File: config.mk
export PLATFORM = sky130hd
export DESIGN_NAME = jtag_bridge_flat
export DESIGN_NICKNAME = d
export VERILOG_FILES = /design/src/rtl/jtag_bridge_if.sv /design/src/rtl/jtag_bridge.sv /design/src/flat_wrapper.sv
export SDC_FILE = /design/constraint.sdc
export NUM_CORES = 1
export LEC_CHECK = 0
export ABC_AREA = 1
export CORE_MARGIN = 5
export CORE_UTILIZATION = 62
export DETAILED_ROUTE_END_ITERATION = 16
export PLACE_DENSITY = 0.81
export SYNTH_ARGS = -nofsm -noshare
export SYNTH_HDL_FRONTEND = slang
export SYNTH_SLANG_ARGS = --single-unit
File: constraint.sdc
create_clock -name clk -period 7.1 [get_ports clk]
set_clock_uncertainty 0.2 [all_clocks]
set_input_delay 1.42 -clock clk [delete_from_list [all_inputs] [get_ports clk]]
set_output_delay 1.42 -clock clk [all_outputs]
set_load 0.1 [all_outputs]
File: src/rtl/jtag_bridge_if.sv
`default_nettype none
// ============================================================
// Module : jtag_bridge_if
// Desc   : FTDI/JTAG pin bundle for jtag_bridge (slave = bridge side).
// Rev    : 1.0
// ============================================================
interface jtag_bridge_if #(
    parameter int CNT_WIDTH = 16
);
    logic                 ftdi_txd;
    logic                 ftdi_nrts;
    logic                 ftdi_ndtr;
    logic                 jtag_tdo;
    logic                 jtag_tdi;
    logic                 jtag_tms;
    logic                 jtag_tck;
    logic                 jtag_oe;
    logic                 ftdi_rxd;
    logic                 active;
    logic [CNT_WIDTH-1:0] tck_count;
    logic [3:0]           led;

    modport slave (
        input  ftdi_txd, ftdi_nrts, ftdi_ndtr, jtag_tdo,
        output jtag_tdi, jtag_tms, jtag_tck, jtag_oe, ftdi_rxd, active, tck_count, led
    );

    modport master (
        output ftdi_txd, ftdi_nrts, ftdi_ndtr, jtag_tdo,
        input  jtag_tdi, jtag_tms, jtag_tck, jtag_oe, ftdi_rxd, active, tck_count, led
    );
endinterface
`default_nettype wire

File: src/rtl/jtag_bridge.sv
`default_nettype none
// ============================================================
// Module : jtag_bridge
// Desc   : Registered FTDI-to-JTAG bridge: synchroniser, glitch filter
//          (enabled by JTAG_BRIDGE_FILTER_EN), idle timeout FSM,
//          TCK rise counter and LED activity stretchers.
// Rev    : 1.0
// ============================================================
module jtag_bridge #(
    parameter int SYNC_STAGES   = 2,
    parameter int FILTER_CYCLES = 4,
    parameter int IDLE_TIMEOUT  = 1000000,
    parameter int STRETCH       = 2000000,
    parameter int CNT_WIDTH     = 16
) (
    input  wire logic    clk,
    input  wire logic    rst,
    jtag_bridge_if.slave bus
);
    localparam int c_TW = $clog2(IDLE_TIMEOUT);
    localparam int c_SW = $clog2(STRETCH + 1);
    localparam logic [c_TW-1:0] c_TIMER_EXP = c_TW'(IDLE_TIMEOUT - 2);
    localparam logic [c_SW-1:0] c_STRETCH   = c_SW'(STRETCH);

    typedef enum logic [0:0] {
        S_IDLE   = 1'b0,
        S_ACTIVE = 1'b1
    } state_t;

    if (SYNC_STAGES < 2 || FILTER_CYCLES < 1 || FILTER_CYCLES > 255 ||
        IDLE_TIMEOUT < 2 || STRETCH < 1) begin : g_param_check
        $error("jtag_bridge: parameter out of range");
    end

    // Channel order matches led[]: 0=TDO, 1=TDI, 2=TMS, 3=TCK
    logic [3:0] w_in;
    assign w_in = {bus.ftdi_ndtr, bus.ftdi_nrts, bus.ftdi_txd, bus.jtag_tdo};

    logic [SYNC_STAGES-1:0][3:0] r_sync;
    logic [3:0]                  w_sync;
    assign w_sync = r_sync[SYNC_STAGES-1];

    always_ff @(posedge clk or posedge rst) begin
        if (rst) r_sync <= '1;
        else     r_sync <= {r_sync[SYNC_STAGES-2:0], w_in};
    end

    logic [3:0] w_filt;
`ifdef JTAG_BRIDGE_FILTER_EN
    localparam logic [7:0] c_FILT_LAST = 8'(FILTER_CYCLES - 1);
    logic [3:0]      r_filt;
    logic [3:0][7:0] r_fcnt;

    // A new level is accepted on the FILTER_CYCLES-th consecutive differing cycle
    always_ff @(posedge clk or posedge rst) begin
        if (rst) begin
            r_filt <= '1;
            r_fcnt <= '0;
        end else begin
            for (int i = 0; i < 4; i++) begin
                if (w_sync[i] == r_filt[i]) begin
                    r_fcnt[i] <= '0;
                end else if (r_fcnt[i] == c_FILT_LAST) begin
                    r_filt[i] <= w_sync[i];
                    r_fcnt[i] <= '0;
                end else begin
                    r_fcnt[i] <= r_fcnt[i] + 8'd1;
                end
            end
        end
    end
    assign w_filt = r_filt;
`else
    assign w_filt = w_sync;
`endif

    logic [3:0] r_filt_d;
    logic [3:0] w_edge;
    logic       w_tck_rise;
    assign w_edge     = w_filt ^ r_filt_d;
    assign w_tck_rise = w_filt[3] & ~r_filt_d[3];

    always_ff @(posedge clk or posedge rst) begin
        if (rst) r_filt_d <= '1;
        else     r_filt_d <= w_filt;
    end

    state_t          r_state;
    logic [c_TW-1:0] r_timer;
    logic            r_tdi, r_tms, r_tck, r_rxd, r_oe;
    logic            w_expire;
    logic            w_next_active;

    // A TCK edge on the expiry cycle keeps the bridge ACTIVE
    assign w_expire      = (r_state == S_ACTIVE) && !w_edge[3] && (r_timer == c_TIMER_EXP);
    assign w_next_active = (r_state == S_ACTIVE) ? !w_expire : w_edge[3];

    always_ff @(posedge clk or posedge rst) begin
        if (rst) begin
            r_state <= S_IDLE;
            r_timer <= '0;
            r_tdi   <= 1'b1;
            r_tms   <= 1'b1;
            r_tck   <= 1'b0;
            r_rxd   <= 1'b1;
            r_oe    <= 1'b0;
        end else begin
            case (r_state)
                S_IDLE: begin
                    r_timer <= '0;
                    if (w_edge[3]) r_state <= S_ACTIVE;
                end
                S_ACTIVE: begin
                    if (w_edge[3]) begin
                        r_timer <= '0;
                    end else if (w_expire) begin
                        r_state <= S_IDLE;
                        r_timer <= '0;
                    end else begin
                        r_timer <= r_timer + 1'b1;
                    end
                end
                default: begin
                    r_state <= S_IDLE;
                    r_timer <= '0;
                end
            endcase
            // Outputs follow the next state so the first TCK edge and OE appear together
            r_tdi <= w_next_active ? w_filt[1] : 1'b1;
            r_tms <= w_next_active ? w_filt[2] : 1'b1;
            r_tck <= w_next_active ? w_filt[3] : 1'b0;
            r_rxd <= w_next_active ? w_filt[0] : 1'b1;
            r_oe  <= w_next_active;
        end
    end

    logic [CNT_WIDTH-1:0] r_tck_cnt;
    always_ff @(posedge clk or posedge rst) begin
        if (rst)             r_tck_cnt <= '0;
        else if (w_tck_rise) r_tck_cnt <= r_tck_cnt + 1'b1;
    end

    logic [3:0][c_SW-1:0] r_str;
    logic [3:0]           r_led;
    always_ff @(posedge clk or posedge rst) begin
        if (rst) begin
            r_str <= '0;
            r_led <= '0;
        end else begin
            for (int i = 0; i < 4; i++) begin
                if (w_edge[i])         r_str[i] <= c_STRETCH;
                else if (r_str[i] != 0) r_str[i] <= r_str[i] - 1'b1;
                r_led[i] <= w_edge[i] || (r_str[i] > c_SW'(1));
            end
        end
    end

    assign bus.jtag_tdi  = r_tdi;
    assign bus.jtag_tms  = r_tms;
    assign bus.jtag_tck  = r_tck;
    assign bus.ftdi_rxd  = r_rxd;
    assign bus.jtag_oe   = r_oe;
    assign bus.active    = r_oe;
    assign bus.tck_count = r_tck_cnt;
    assign bus.led       = r_led;
endmodule
`default_nettype wire
File: src/flat_wrapper.sv
// flat-port wrapper written by rule: the top's interface ports become plain ports
module jtag_bridge_flat 
#(
    parameter int SYNC_STAGES   = 2,
    parameter int FILTER_CYCLES = 4,
    parameter int IDLE_TIMEOUT  = 1000000,
    parameter int STRETCH       = 2000000,
    parameter int CNT_WIDTH     = 16
)
  (clk, rst, bus_ftdi_txd, bus_ftdi_nrts, bus_ftdi_ndtr, bus_jtag_tdo, bus_jtag_tdi, bus_jtag_tms, bus_jtag_tck, bus_jtag_oe, bus_ftdi_rxd, bus_active, bus_tck_count, bus_led);
  jtag_bridge_if #(.CNT_WIDTH(CNT_WIDTH)) bus_i ();
  input  wire logic clk;
  input  wire logic rst;
  input wire logic [$bits(bus_i.ftdi_txd)-1:0] bus_ftdi_txd;
  input wire logic [$bits(bus_i.ftdi_nrts)-1:0] bus_ftdi_nrts;
  input wire logic [$bits(bus_i.ftdi_ndtr)-1:0] bus_ftdi_ndtr;
  input wire logic [$bits(bus_i.jtag_tdo)-1:0] bus_jtag_tdo;
  output wire logic [$bits(bus_i.jtag_tdi)-1:0] bus_jtag_tdi;
  output wire logic [$bits(bus_i.jtag_tms)-1:0] bus_jtag_tms;
  output wire logic [$bits(bus_i.jtag_tck)-1:0] bus_jtag_tck;
  output wire logic [$bits(bus_i.jtag_oe)-1:0] bus_jtag_oe;
  output wire logic [$bits(bus_i.ftdi_rxd)-1:0] bus_ftdi_rxd;
  output wire logic [$bits(bus_i.active)-1:0] bus_active;
  output wire logic [$bits(bus_i.tck_count)-1:0] bus_tck_count;
  output wire logic [$bits(bus_i.led)-1:0] bus_led;
  assign bus_i.ftdi_txd = bus_ftdi_txd;
  assign bus_i.ftdi_nrts = bus_ftdi_nrts;
  assign bus_i.ftdi_ndtr = bus_ftdi_ndtr;
  assign bus_i.jtag_tdo = bus_jtag_tdo;
  assign bus_jtag_tdi = bus_i.jtag_tdi;
  assign bus_jtag_tms = bus_i.jtag_tms;
  assign bus_jtag_tck = bus_i.jtag_tck;
  assign bus_jtag_oe = bus_i.jtag_oe;
  assign bus_ftdi_rxd = bus_i.ftdi_rxd;
  assign bus_active = bus_i.active;
  assign bus_tck_count = bus_i.tck_count;
  assign bus_led = bus_i.led;
  jtag_bridge #(.SYNC_STAGES(SYNC_STAGES), .FILTER_CYCLES(FILTER_CYCLES), .IDLE_TIMEOUT(IDLE_TIMEOUT), .STRETCH(STRETCH), .CNT_WIDTH(CNT_WIDTH)) u_core (.clk(clk), .rst(rst), .bus(bus_i));
endmodule
==> impl_metrics.json, run 1 <==
{
  "timing.critical_path.from_type": "register",
  "die_h_microns": 125,
  "final-setup-viol-count": 0,
  "worstPathCellList": "clkdlybuf4s50_1",
  "die-width_microns": 125,
  "cp_num_cells": 1,
  "grt_setup_unrepaired": "false",
  "wire_per_inst_microns": 13.1,
  "grt_first_pass_wirelength_microns": 30000,
  "cpLargestDelayFamily": "buffers and inverters",
  "vias_cell": 5.29,
  "design_power_total_mw": 2.66,
  "pin_count": 32,
  "clock_tree.buffer_depth": 2,
  "placedCellCount": 1281,
  "gr-total-overflow": 0,
  "final_hold_viol_count": 0,
  "relSlewSlack_pct": 30.2,
  "instances_no_fill": 1313,
  "routed-via-count": 6949,
  "layout-area-overhead-vs-synth_pct": 14.0,
  "cts_tree": "built",
  "worstSkewPairLatency_ps": 420,
  "synthFlopType": "dfrtp_1",
  "clock-root-buffer": "clkbuf_16",
  "hold_path_depth": 0,
  "drt-total-wl_microns": 17200,
  "timing.final.crit_share_pct": 53.1,
  "place_worst_setup_slack_ps": 3740,
  "postPlaceCellArea_sq_um": 8730,
  "synth_sequential_area_ratio_pct": 43.6,
  "total_non_filler_cell_area_in_the_finished_layout_sq_um": 9350,
  "drive_gt1_share_pct": 12.0,
  "grt_pass1_vias": 6539,
  "category_of_the_critical_setup_timing_path": "register to primary output",
  "postCtsResizedCells": 0,
  "grt.total_usage_pct": 23.0,
  "post-dp-hpwl_microns": 12300,
  "layout_commonest_cell": "nand2_1",
  "critPathMaxStageDelay_ps": 1230,
  "antenna_found_initial": 0,
  "ys_types": 37,
  "syn-instance-count": 1078,
  "cpMaxStageDelayCell": "clkdlybuf4s50_1",
  "portBuffers": 31,
  "maxCapViolations": 0,
  "number_of_flip_flops_and_latches_in_the_synthesized_netlist": 142,
  "endpoint_kind": "primary output",
  "ant_nets": 0,
  "drc": 0,
  "layout_common_cells": "nand2_1 (245), nor2_1 (182), inv_1 (142)",
  "max_slew.worst_pin.slew_ps": 1040,
  "vdd.ir_drop.worst_v": 0.000313,
  "ff2ff_path_depth": 9,
  "globalplace.congestion": 0.928,
  "critPathRequiredTime_ps": 5480,
  "outcome": "complete, no violations",
  "standard_cell_core_area_sq_um": 13100,
  "path_category_of_the_worst_min_delay_check": "register to register",
  "grt_max_degree": 102,
  "cell_area_after_synthesis_sq_um": 8200,
  "max_freq_mhz": 265,
  "syn_nets": 1100,
  "cellLeakagePower_nw": 4.59,
  "fin_worst_hold_slack_ps": 155,
  "effective_utilization_at_floorplan_pct": 62.7,
  "post_synth.cell_area_avg_sq_um": 7.61,
  "cts.clk_slew.worst_paths_ps": 60,
  "cp.arrival_ps": 2150,
  "fill_cells": 998,
  "first_iteration_detailed_routing_drc_count": 684,
  "htree_levels": 4,
  "async_s_r_ff_share_synth_pct": 100,
  "timing.final.ws_setup_ps": 3330,
  "final_nets": 1146,
  "cts-buffers-inserted": 17,
  "final-max-slew-violation-count": 0,
  "critical_path.max_fanout": 5,
  "floorplan.rows": 42,
  "final_setup_tns_ps": 0,
  "cts_sinks": 142,
  "final_core_area_utilization_pct": 71.5,
  "cts_setup_buffers": 0,
  "critPathBufInv": 1,
  "post_cts_hold_buffer_count": 0,
  "num_antenna_cells": 0,
  "p_per_area_nw_per_um2": 284,
  "edff_count_synth": 0,
  "synth_warnings": 0,
  "period_needed_ps": 3770,
  "dieArea_sq_um": 15600,
  "drt_pre_antenna_iters": 5
}
## cells in the mapped netlist, types with 3 or more instances
cell / n / area share, %
buf_2: 5 / 0.31
a21o_1: 9 / 0.82
nand3_4: 4 / 0.85
nor2_8: 4 / 0.98
nor2_4: 14 / 1.9
nor2_2: 34 / 2.6
inv_1: 143 / 6.5
nor3_1: 10 / 0.61
nand2_4: 3 / 0.41
xnor2_1: 8 / 0.85
or2_2: 5 / 0.38
nand2_2: 10 / 0.76
a21oi_1: 13 / 0.79
o21ai_0: 15 / 0.92
dfstp_2: 15 / 4.8
o21ai_1: 11 / 0.67
nand3_1: 112 / 6.8
nand2_1: 245 / 11
inv_2: 6 / 0.27
dfrtp_1: 127 / 39
nor2_1: 182 / 8.3
nand4_1: 39 / 3.0
xor2_1: 19 / 2.0
nand3b_1: 7 / 0.64
o21bai_1: 6 / 0.55
ha_1: 16 / 2.4
## flip-flops by register name, indices dropped and copies added (netlist names)
signal                cells
u_core.bus.active         1
u_core.bus.ftdi_rxd       1
u_core.bus.jtag_tck       1
u_core.bus.jtag_tdi       1
u_core.bus.jtag_tms       1
u_core.bus.led            4
u_core.bus.tck_count     16
u_core.r_filt_d           4
u_core.r_state            1
u_core.r_str             84
u_core.r_sync             4
u_core.r_timer           20
u_core.w_filt             4
## final timing paths
path | startpoint | slack (ps) | endpoint
setup / recovery | u_core.bus.tck_count[3] | 3330 | bus_tck_count[3]
max in group asynchronous | rst | 4290 | u_core.r_str[20]
hold / removal | u_core.r_sync[2] | 150 | u_core.w_filt[2]
hold reg to reg | u_core.r_sync[2] | 150 | u_core.w_filt[2]
setup reg to reg | u_core.r_filt_d[3] | 4850 | u_core.r_timer[19]
min in group asynchronous | rst | 1380 | u_core.r_str[44]
## where the power goes
| part | switching [mW] | internal, mW |
|---|---|---|
| Clock | 0.316 | 0.607 |
| Combinational | 0.523 | 0.211 |
| Sequential | 0.102 | 0.898 |
## cell families (layout without fill, tap and decap cells)
logic type / after synthesis / count (layout) / synth area share, %
xor+xnor: 28 / 28 / 3.08
fa+ha+maj: 16 / 16 / 2.44
buf+inv: 158 / 217 / 7.40
simple gates: 673 / 673 / 39.1
compound gates: 60 / 60 / 4.32
flops: 142 / 142 / 43.6
mux: 1 / 1 / 0.137
## routing by layer
metal	wire (microns)	global-route usage [%]	up-vias
met1	7960	31.3	3236
li1	-	-	3515
met4	296	6.51	0
met2	8100	37.4	171
met5	0	0	-
met3	833	4.99	27
## final cells by class
class | instances | area, sq um | area share [%]
tap | 176 | 220 | 2.36
multi-input combinational | 778 | 4020 | 43.0
timing repair buffer | 36 | 348 | 3.72
sequential | 142 | 3570 | 38.2
clock buffer | 26 | 519 | 5.55
clock inverter | 6 | 105 | 1.12
inverter | 149 | 564 | 6.04
Note: power is estimated with default switching activity, not from simulation.
==> inputs of run 2 (changes only) <==
==> constraint.sdc (replaced) <==
create_clock -name clk -period 3.6 [get_ports clk]
set_clock_uncertainty 0.2 [all_clocks]
set_input_delay 0.72 -clock clk [delete_from_list [all_inputs] [get_ports clk]]
set_output_delay 0.72 -clock clk [all_outputs]
set_load 0.1 [all_outputs]
==> impl_metrics.json, run 2 (same netlist as run 1, synthesis figures left out) <==
{
  "outcome": "complete, no violations",
  "gr_layer_usage_met2_pct": 37.2,
  "timing.critical_path.from_type": "register",
  "grtUsageMet1_pct": 31.8,
  "comb_power_share_pct": 26.9,
  "clock-root-buffer": "clkbuf_16",
  "effective_utilization_at_floorplan_pct": 62.7,
  "cts-buffers-inserted": 17,
  "period_needed_ps": 2780,
  "placedCellCount": 1283,
  "category_of_the_critical_setup_timing_path": "register to primary output",
  "wire_per_inst_microns": 13.5,
  "multi_input_comb_area_sq_um": 4020,
  "cts_tree": "built",
  "antenna_found_initial": 0,
  "critical_path.max_fanout": 1,
  "largest_register": "u_core.r_str",
  "drt-total-wl_microns": 17700,
  "grt.total_usage_pct": 23.5,
  "dieArea_sq_um": 15600,
  "timing.final.crit_share_pct": 77.4,
  "max_slew.worst_pin.slew_ps": 959,
  "drc": 0,
  "routed-via-count": 7074,
  "max_freq_mhz": 359,
  "standard_cell_core_area_sq_um": 13100,
  "worstSkewPairLatency_ps": 430,
  "critPathMaxStageDelay_ps": 1120,
  "net-switching-power_mw": 1.93,
  "worstPathCellList": "clkdlybuf4s50_1",
  "pin_count": 32,
  "critPathRequiredTime_ps": 2680,
  "grt_pass1_vias": 6595,
  "post_cts_hold_buffer_count": 0,
  "endpoint_kind": "primary output",
  "power.share.clock_pct": 36.0,
  "register_area_sq_um": 3570,
  "final_setup_tns_ps": 0,
  "grt.busiest_layer": "met2",
  "post-dp-hpwl_microns": 12800,
  "drive_gt1_share_pct": 14.2,
  "die-width_microns": 125,
  "power.share.sequential_pct": 37.0,
  "final-setup-viol-count": 0,
  "instances_no_fill": 1315,
  "first_iteration_detailed_routing_drc_count": 629,
  "gr-total-overflow": 0,
  "layout-area-overhead-vs-synth_pct": 14.3,
  "htree_levels": 4,
  "critPathBufInv": 1,
  "intPower_mw": 3.44,
  "grt_first_pass_wirelength_microns": 30500,
  "floorplan.rows": 42,
  "cpLargestDelayFamily": "buffers and inverters",
  "cp.arrival_ps": 1860,
  "layout_common_cells": "nand2_1 (245), nor2_1 (182), inv_1 (142)",
  "fill_cells": 1014,
  "cts_setup_buffers": 0,
  "path_category_of_the_worst_min_delay_check": "register to register",
  "cellLeakagePower_nw": 4.64,
  "relSlewSlack_pct": 35.8,
  "final-max-slew-violation-count": 0,
  "die_h_microns": 125,
  "vias_cell": 5.38,
  "postCtsResizedCells": 0,
  "drt_pre_antenna_iters": 5,
  "num_antenna_cells": 0,
  "vdd.ir_drop.worst_v": 0.000415,
  "cpMaxStageDelayCell": "clkdlybuf4s50_1",
  "layout_commonest_cell": "nand2_1",
  "p_per_area_nw_per_um2": 574,
  "groute.layer.met3.usage_pct": 5.97,
  "portBuffers": 31,
  "largest_register_ff_count": 84,
  "cts.clk_slew.worst_paths_ps": 60,
  "maxCapViolations": 0,
  "cts_sinks": 142,
  "switching_share_pct": 35.9,
  "final_nets": 1148,
  "final_hold_viol_count": 0,
  "clock_tree.buffer_depth": 2,
  "ant_nets": 0,
  "grt_setup_unrepaired": "false",
  "grt_max_degree": 42,
  "globalplace.congestion": 0.952
}
[run 2: cell types whose count changed in the layout (fill, tap and decap cells not counted), moves of 2 or more]
cell / previous run / this run
buf_12: 0 / 3
clkdlybuf4s50_1: 31 / 8
clkbuf_8: 6 / 2
bufinv_16: 3 / 5
buf_4: 5 / 27
clkinvlp_4: 0 / 2
clkinv_4: 0 / 2
[run 2: through the flow]
step,power (mW),hold WS (ps),util [%],area (sq um),worst slack [ps]
finish,5.37,156,71.6,9370,815
global route,5.66,161,71.6,9370,767
CTS,5.39,156,71.6,9370,799
detailed placement,3.44,147,66.6,8720,1250
floorplan,3.10,145,-,8200,915
global placement,3.40,146,66.6,8720,1260
[run 2: cell type report]
cell class / instances / area share (%)
repair buffers: 38 / 3.66
multi-input cells: 778 / 42.9
inverters: 149 / 6.01
flip-flops and latches: 142 / 38.1
well taps: 176 / 2.35
clock inverters: 10 / 1.98
clock buffers: 22 / 4.95
[run 2: path summary, 6_finish.rpt]
check	from	to	slack, ps	cells past startpoint
worst max-delay path	u_core.bus.led[3]	bus_led[3]	820	1
min in group asynchronous	rst	u_core.bus.tck_count[15]	580	2
max in group asynchronous	rst	u_core.bus.jtag_tms	1910	3
worst min-delay path	u_core.r_sync[3]	u_core.w_filt[3]	160	0
worst max register to register	u_core.r_filt_d[3]	u_core.r_timer[19]	1340	9
worst min register to register	u_core.r_sync[3]	u_core.w_filt[3]	160	0
[run 2: power by group through the flow]
stage | clock [mW] | sequential [mW] | combinational [mW]
2_1_floorplan | 0 | 2.19 | 0.911
3_3_place_gp | 0 | 2.00 | 1.40
3_5_place_dp | 0 | 2.01 | 1.43
4_1_cts | 1.96 | 1.98 | 1.45
5_1_grt | 2.04 | 2.01 | 1.61
6_report | 1.94 | 1.99 | 1.45
[run 2: metal layers]
metal	share of wire [%]	vias to the layer above	routed length, microns
met5	0	-	0
met4	2.1	0	377
met3	5.9	39	1050
met2	47	217	8320
met1	45	3296	7960
li1	-	3522	-
